--- src/rtl/vga_pkg.sv ---
// Shared timing defaults, the per-pixel scan flag bundle and image sizing helper
// for the VGA frame scanner.
package vga_pkg;

    localparam int CW = 12;

    localparam int H_VIS_D  = 640;
    localparam int H_FP_D   = 16;
    localparam int H_SYNC_D = 96;
    localparam int H_BP_D   = 48;
    localparam int V_VIS_D  = 480;
    localparam int V_FP_D   = 10;
    localparam int V_SYNC_D = 2;
    localparam int V_BP_D   = 33;

    localparam int IMG_W_D  = 256;
    localparam int IMG_H_D  = 256;
    localparam int IMG_X0_D = 192;
    localparam int IMG_Y0_D = 112;

    typedef struct packed {
        logic vis;
        logic hs;
        logic vs;
        logic win;
        logic fs;
    } scan_flags_t;

    function automatic logic [31:0] img_words(input int w, input int h);
        return 32'(w * h);
    endfunction

endpackage

--- src/rtl/vga_timing.sv ---
// Horizontal/vertical scan counters with enable hold and stage-0 flag decode.
// With VGA_TEST_PATTERN_EN defined it also produces the h^v test pattern gray.
module vga_timing
    import vga_pkg::*;
#(
    parameter int H_VIS  = H_VIS_D,
    parameter int H_FP   = H_FP_D,
    parameter int H_SYNC = H_SYNC_D,
    parameter int H_BP   = H_BP_D,
    parameter int V_VIS  = V_VIS_D,
    parameter int V_FP   = V_FP_D,
    parameter int V_SYNC = V_SYNC_D,
    parameter int V_BP   = V_BP_D,
    parameter int IMG_W  = IMG_W_D,
    parameter int IMG_H  = IMG_H_D,
    parameter int IMG_X0 = IMG_X0_D,
    parameter int IMG_Y0 = IMG_Y0_D
) (
    input  logic        clk,
    input  logic        rst,
    input  logic        enable,
`ifdef VGA_TEST_PATTERN_EN
    output logic [7:0]  gray,
`endif
    output scan_flags_t flags
);

    localparam int H_TOT = H_VIS + H_FP + H_SYNC + H_BP;
    localparam int V_TOT = V_VIS + V_FP + V_SYNC + V_BP;

    logic [CW-1:0] h_cnt;
    logic [CW-1:0] v_cnt;

    always_ff @(posedge clk or posedge rst) begin
        if (rst) begin
            h_cnt <= '0;
            v_cnt <= '0;
        end else if (enable) begin
            if (h_cnt == CW'(H_TOT - 1)) begin
                h_cnt <= '0;
                v_cnt <= (v_cnt == CW'(V_TOT - 1)) ? '0 : v_cnt + 1'b1;
            end else begin
                h_cnt <= h_cnt + 1'b1;
            end
        end
    end

    always_comb begin
        flags     = '0;
        flags.vis = (h_cnt < CW'(H_VIS)) && (v_cnt < CW'(V_VIS));
        flags.hs  = (h_cnt >= CW'(H_VIS + H_FP)) && (h_cnt < CW'(H_VIS + H_FP + H_SYNC));
        flags.vs  = (v_cnt >= CW'(V_VIS + V_FP)) && (v_cnt < CW'(V_VIS + V_FP + V_SYNC));
        flags.win = (h_cnt >= CW'(IMG_X0)) && (h_cnt < CW'(IMG_X0 + IMG_W)) &&
                    (v_cnt >= CW'(IMG_Y0)) && (v_cnt < CW'(IMG_Y0 + IMG_H));
        flags.fs  = (h_cnt == '0) && (v_cnt == '0);
    end

`ifdef VGA_TEST_PATTERN_EN
    assign gray = h_cnt[7:0] ^ v_cnt[7:0];
`endif

endmodule

--- src/rtl/vga_frame_scanner.sv ---
// VGA scanner top: VRAM address generation, flag delay line and registered outputs.
// Optional test pattern input selected by the VGA_TEST_PATTERN_EN macro.
module vga_frame_scanner
    import vga_pkg::*;
#(
    parameter int          H_VIS     = H_VIS_D,
    parameter int          H_FP      = H_FP_D,
    parameter int          H_SYNC    = H_SYNC_D,
    parameter int          H_BP      = H_BP_D,
    parameter int          V_VIS     = V_VIS_D,
    parameter int          V_FP      = V_FP_D,
    parameter int          V_SYNC    = V_SYNC_D,
    parameter int          V_BP      = V_BP_D,
    parameter int          IMG_W     = IMG_W_D,
    parameter int          IMG_H     = IMG_H_D,
    parameter int          IMG_X0    = IMG_X0_D,
    parameter int          IMG_Y0    = IMG_Y0_D,
    parameter logic [31:0] BASE_ADDR = 32'd0,
    parameter int          RD_LAT    = 1
) (
    input  logic        clk,
    input  logic        rst,
    input  logic        enable,
`ifdef VGA_TEST_PATTERN_EN
    input  logic        test_mode,
`endif
    input  logic [7:0]  pixel_in,
    output logic [31:0] gpu_address,
    output logic        hsync,
    output logic        vsync,
    output logic        blank_n,
    output logic [7:0]  red,
    output logic [7:0]  green,
    output logic [7:0]  blue,
    output logic        frame_start
);

    localparam int          QD        = RD_LAT + 1;
    localparam logic [31:0] IMG_WORDS = img_words(IMG_W, IMG_H);

    if (IMG_X0 + IMG_W > H_VIS || IMG_Y0 + IMG_H > V_VIS) begin : g_bad_window
        $error("vga_frame_scanner: image window exceeds the visible area");
    end
    if ({1'b0, BASE_ADDR} + {1'b0, IMG_WORDS} > 33'h1_0000_0000) begin : g_bad_base
        $error("vga_frame_scanner: image does not fit in the address space");
    end
    if (RD_LAT < 1 || RD_LAT > 100) begin : g_bad_lat
        $error("vga_frame_scanner: RD_LAT out of range");
    end

    scan_flags_t flags;
    scan_flags_t dly [QD];
    logic [31:0] pix_addr;
    logic [31:0] addr_base;
    logic [QD-1:0] en_sr;
    logic [7:0]  rd_q [QD];
    logic [7:0]  rd_cnt;
    logic [7:0]  fill;
    logic [7:0]  wr_idx;
    logic [7:0]  pix;
    logic [7:0]  colour;
    logic        push;
    logic        pop;

`ifdef VGA_TEST_PATTERN_EN
    logic [7:0]  gray;
    logic [7:0]  gray_d [QD];
    logic [QD-1:0] tp_d;
`endif

    vga_timing #(
        .H_VIS(H_VIS), .H_FP(H_FP), .H_SYNC(H_SYNC), .H_BP(H_BP),
        .V_VIS(V_VIS), .V_FP(V_FP), .V_SYNC(V_SYNC), .V_BP(V_BP),
        .IMG_W(IMG_W), .IMG_H(IMG_H), .IMG_X0(IMG_X0), .IMG_Y0(IMG_Y0)
    ) u_timing (
        .clk    (clk),
        .rst    (rst),
        .enable (enable),
`ifdef VGA_TEST_PATTERN_EN
        .gray   (gray),
`endif
        .flags  (flags)
    );

    // Stage 0: issue the VRAM read for the current scan position.
    assign addr_base = flags.fs ? 32'd0 : pix_addr;

    always_ff @(posedge clk or posedge rst) begin
        if (rst) begin
            pix_addr    <= '0;
            gpu_address <= BASE_ADDR;
        end else if (enable) begin
            if (flags.win) begin
                gpu_address <= BASE_ADDR + addr_base;
                pix_addr    <= addr_base + 32'd1;
            end else if (flags.fs) begin
                pix_addr <= '0;
            end
        end
    end

    // Stages 1..RD_LAT+1: flags wait for the read data.
    always_ff @(posedge clk or posedge rst) begin
        if (rst) begin
            for (int i = 0; i < QD; i++) dly[i] <= '0;
        end else if (enable) begin
            dly[0] <= flags;
            for (int i = 1; i < QD; i++) dly[i] <= dly[i-1];
        end
    end

`ifdef VGA_TEST_PATTERN_EN
    always_ff @(posedge clk or posedge rst) begin
        if (rst) begin
            for (int i = 0; i < QD; i++) gray_d[i] <= '0;
            tp_d <= '0;
        end else if (enable) begin
            gray_d[0] <= gray;
            tp_d[0]   <= test_mode;
            for (int i = 1; i < QD; i++) begin
                gray_d[i] <= gray_d[i-1];
                tp_d[i]   <= tp_d[i-1];
            end
        end
    end
`endif

    // The read port keeps returning data while the scan is frozen; those in-flight
    // bytes are parked here so they still meet their flags once the scan resumes.
    assign push   = en_sr[QD-1];
    assign pop    = enable && (fill == 8'(QD));
    assign wr_idx = rd_cnt - {7'd0, pop};
    assign pix    = (rd_cnt == 8'd0) ? pixel_in : rd_q[0];

    always_ff @(posedge clk or posedge rst) begin
        if (rst) begin
            en_sr  <= '0;
            fill   <= '0;
            rd_cnt <= '0;
            for (int i = 0; i < QD; i++) rd_q[i] <= '0;
        end else begin
            en_sr[0] <= enable;
            for (int i = 1; i < QD; i++) en_sr[i] <= en_sr[i-1];
            if (enable && fill != 8'(QD)) fill <= fill + 8'd1;
            rd_cnt <= rd_cnt + {7'd0, push} - {7'd0, pop};
            for (int i = 0; i < QD; i++) begin
                if (pop && i < QD - 1) rd_q[i] <= rd_q[i+1];
                if (push && wr_idx == 8'(i)) rd_q[i] <= pixel_in;
            end
        end
    end

`ifdef VGA_TEST_PATTERN_EN
    assign colour = tp_d[QD-1] ? gray_d[QD-1] : pix;
`else
    assign colour = pix;
`endif

    // Output stage: registered sync, blanking and colour.
    always_ff @(posedge clk or posedge rst) begin
        if (rst) begin
            hsync       <= 1'b1;
            vsync       <= 1'b1;
            blank_n     <= 1'b0;
            red         <= '0;
            green       <= '0;
            blue        <= '0;
            frame_start <= 1'b0;
        end else if (!enable) begin
            hsync       <= 1'b1;
            vsync       <= 1'b1;
            blank_n     <= 1'b0;
            red         <= '0;
            green       <= '0;
            blue        <= '0;
            frame_start <= 1'b0;
        end else begin
            hsync       <= ~dly[QD-1].hs;
            vsync       <= ~dly[QD-1].vs;
            blank_n     <= dly[QD-1].vis;
            red         <= dly[QD-1].win ? colour : 8'd0;
            green       <= dly[QD-1].win ? colour : 8'd0;
            blue        <= dly[QD-1].win ? colour : 8'd0;
            frame_start <= dly[QD-1].fs;
        end
    end

endmodule

--- config.mk ---
export PLATFORM = sky130hd
export DESIGN_NAME = vga_frame_scanner
export DESIGN_NICKNAME = d
export VERILOG_FILES = /design/src/rtl/vga_pkg.sv /design/src/rtl/vga_timing.sv /design/src/rtl/vga_frame_scanner.sv
export SDC_FILE = /design/constraint.sdc
export NUM_CORES = 1
export LEC_CHECK = 0
export CAP_MARGIN = 20
export CELL_PAD_IN_SITES_DETAIL_PLACEMENT = 0
export CELL_PAD_IN_SITES_GLOBAL_PLACEMENT = 2
export CORE_MARGIN = 5
export CORE_UTILIZATION = 40
export DETAILED_ROUTE_END_ITERATION = 8
export PLACE_DENSITY = 0.92
export SYNTH_ARGS = -nofsm -noshare
export SYNTH_HDL_FRONTEND = slang
export SYNTH_SLANG_ARGS = --single-unit
export TNS_END_PERCENT = 20
--- constraint.sdc ---
create_clock -name clk -period 8 [get_ports clk]
set_input_delay 1.2 -clock clk [delete_from_list [all_inputs] [get_ports clk]]
set_output_delay 1.2 -clock clk [all_outputs]
set_load 0.1 [all_outputs]
==> metrics.txt <==
post-synthesis mux area share=0.0647; Layout fillers=1623; top cells by area, synth=dfrtp_1 50%, nand2_1 7.5%, xnor2_1 5.4%; WP data required=8310 ps; achievable clock frequency=244 MHz; grt met1 use=0.201; Setup TNS=0 ps; power per cell area=253 nW/um^2; synth unique cells=60; Die X=between 100 and 150 um; adder-cell share of the synthesized area=0.0447; worst min path class=reg2reg; largest family of logic cells by synthesized area=simple AND/OR/NAND/NOR gates; layer with the highest usage=met2; run status=finished clean; Hold Worst Slack=354 ps; drt drc=0; initial antenna violation count=0; Non-Filler Instances=between 1000 and 1500; # hold bufs at CTS=0; worst-path cell chain=clkdlybuf4s50_1, buf_4, and2_1, ha_1, inv_1, ha_1, nand3b_1, nor4b_2, mux2_2; # diodes=0; CTS tree=built; Post-Layout Inst Area=about 8600 sq um; vias in the first global route=4987; fin crit share=0.512; fin nets=800; layout cell share with drive strength beyond 1=0.113; DRT antenna net count=0; Placement Cell Area=7970 sq um; largest net degree at the start of global routing=82; Power Total=about 2.2 mW; Post-synth top flop=dfrtp_1; 1st-iter DRT viols=332; final wirelength=14700 um; R2R cell count=11; post-synthesis simple-gate area fraction=0.220; worst hold stages=0; clock-pin transition on the worst setup and hold timing paths=60 ps; Post-Syn Nets=745; RSZ-0062 raised after global routing=no; input/output buffers=70; Vias=5110; GRT Util Overall=0.152; TritonCTS Sinks=~140; asr flop ratio synth=1.00; Fin. Hold Viols=0; Synth top area share=0.496; die height=~140 um; # IOs=71; Inst Count DP=about 1000; # Max-Cap Violations=0; compound-cell area share of the yosys netlist=0.0376; Pins Over Slew Limit=0; post-synthesis cell count=between 700 and 800; critical path startpoint category=primary input; Warnings, synthesis=0; vias per inst=5.08; met2 usage=0.241; Slew @ Worst Pin=a little over 1000 ps; H-tree lvl count=4; grt total ovfl=0; Critical Path Sink Type=flip-flop; setup bufs post-CTS=0; Initial Utilization=0.403; post-cts resize count=0; Leak=~3.8 nW; xor and xnor area share after synthesis=0.0783; CTS Buffer Depth=2; die area=~21000 sq um; GPL Wtd Cong=0.812; Skew-Pair Late Insertion Delay=420 ps; slowest cell on the critical path=nor4b_2; drt first pass iters=4; crit-path max cell delay=910 ps; Clock Skew=between 8 and 9 ps; Std-Cell Rows=49; met3 Use GR=0.0343; dpl hpwl=10400 um; area added between synthesis and finish=20.7%; min Tclk post-route=4100 ps; Post-Syn Area=7160 sq um; global-route wire length before repair=25100 um; Mean Syn Cell Area=10.1 sq um; drt wl/cell=14.6 um; Rel. slew slack=0.305; number of synthesized register bits=144; root buf cell=clkbuf_16; EDFF count, synth=0; WP data arrival=about 4400 ps; sequential cell area fraction in the yosys report=0.504; Crit Path Category=in2reg; cts bufs inserted=17; final count of negative-setup-slack endpoints=0; most frequent CP cell=ha_1; most frequent cells after synthesis=144 x nand2_1, 142 x dfrtp_1, 44 x xnor2_1; most numerous cell in the Yosys netlist=nand2_1; Crit Path Max Fanout=38; Core Footprint=17800 sq um; Peak VDD IR=0.130 mV; cell taking the most area after synthesis=dfrtp_1
==> registers in the layout, indices dropped and copies added (netlist names), 2 cells and up <==
signal and cells:
blue 8, u_timing.v_cnt 12, rd_q 16, u_timing.h_cnt 12, dly 10, fill 8, gpu_address 32, rd_cnt 8
en_sr 2, pix_addr 32
==> worst max-delay path, delay by kind of cell <==
kind	cells	cell delay, ps
and+or+nand+nor	3	1360
buffers and inverters	3	880
adders and majority gates	2	530
muxes	1	430
==> cell type report <==
type,instances,area [sq um],area share
clock inverter,8,149,0.0172
timing repair buffer,77,766,0.0886
sequential,144,3610,0.417
clock buffer,24,502,0.0581
tap,229,287,0.0332
multi-input combinational,489,3190,0.370
inverter,35,136,0.0158
==> path summary, 6_finish.rpt <==
| check | slack, ps | end | from |
|---|---|---|---|
| max reg2reg | 4120 | rd_q[2]$_DFFE_PP0P_ | fill[0]$_DFFE_PP0P_ |
| min in group asynchronous | 1240 | gpu_address[7]$_DFFE_PP0P_ | rst |
| min | 350 | en_sr[1]$_DFF_PP0_ | en_sr[0]$_DFF_PP0_ |
| max | 3900 | rd_q[2]$_DFFE_PP0P_ | enable |
| max in group asynchronous | 5530 | vsync$_DFF_PP1_ | rst |
| min reg2reg | 350 | en_sr[1]$_DFF_PP0_ | en_sr[0]$_DFF_PP0_ |
==> where the power goes <==
part	total [mW]	leakage, nW	internal (mW)	switching (mW)
logic	0.431	1.54	0.201	0.230
registers	0.894	1.94	0.812	0.0821
clock network	0.862	0.313	0.564	0.298
total	2.19	3.80	1.58	0.610
==> per-layer routing <==
metal  wire length (um)  vias to the layer above
met2               7140                       97
met3                736                       23
li1                   -                     2491
met1               6590                     2499
met5                  0                        -
met4                254                        0
==> layout by cell type, fill, tap and decap left out, drive strengths merged, types with 5 or more instances in the layout <==
master	Yosys	routed
a21oi	6	6
buf	28	7
clkbuf	13	24
clkdlybuf4s50	0	70
dfrtp	142	142
ha	24	24
inv	35	36
mux2	31	31
mux2i	11	11
nand2	144	144
nand3	28	28
nand4	25	25
nor2	41	41
nor2b	5	5
nor3	15	15
nor4	20	20
nor4b	6	6
o21ai	18	18
or3	6	6
xnor2	44	44
xor2	20	20
==> cell families (layout without fill, tap and decap cells) <==
logic type,count (synthesis),count (layout)
adder cells (fa/ha/maj),25,25
flip-flops,144,144
AO/OA/AOI/OAI,42,42
multiplexers,42,42
buffers and inverters,76,144
AND/OR/NAND/NOR,316,316
XOR/XNOR,64,64
==> through the flow <==
stage               utilization  worst slack, ps
floorplan                     -             2940
global placement          0.448             3610
detailed placement        0.448             3480
CTS                       0.485             3920
global route              0.486             3790
finish                    0.486             3900
Power figures use the tool's default switching activity.
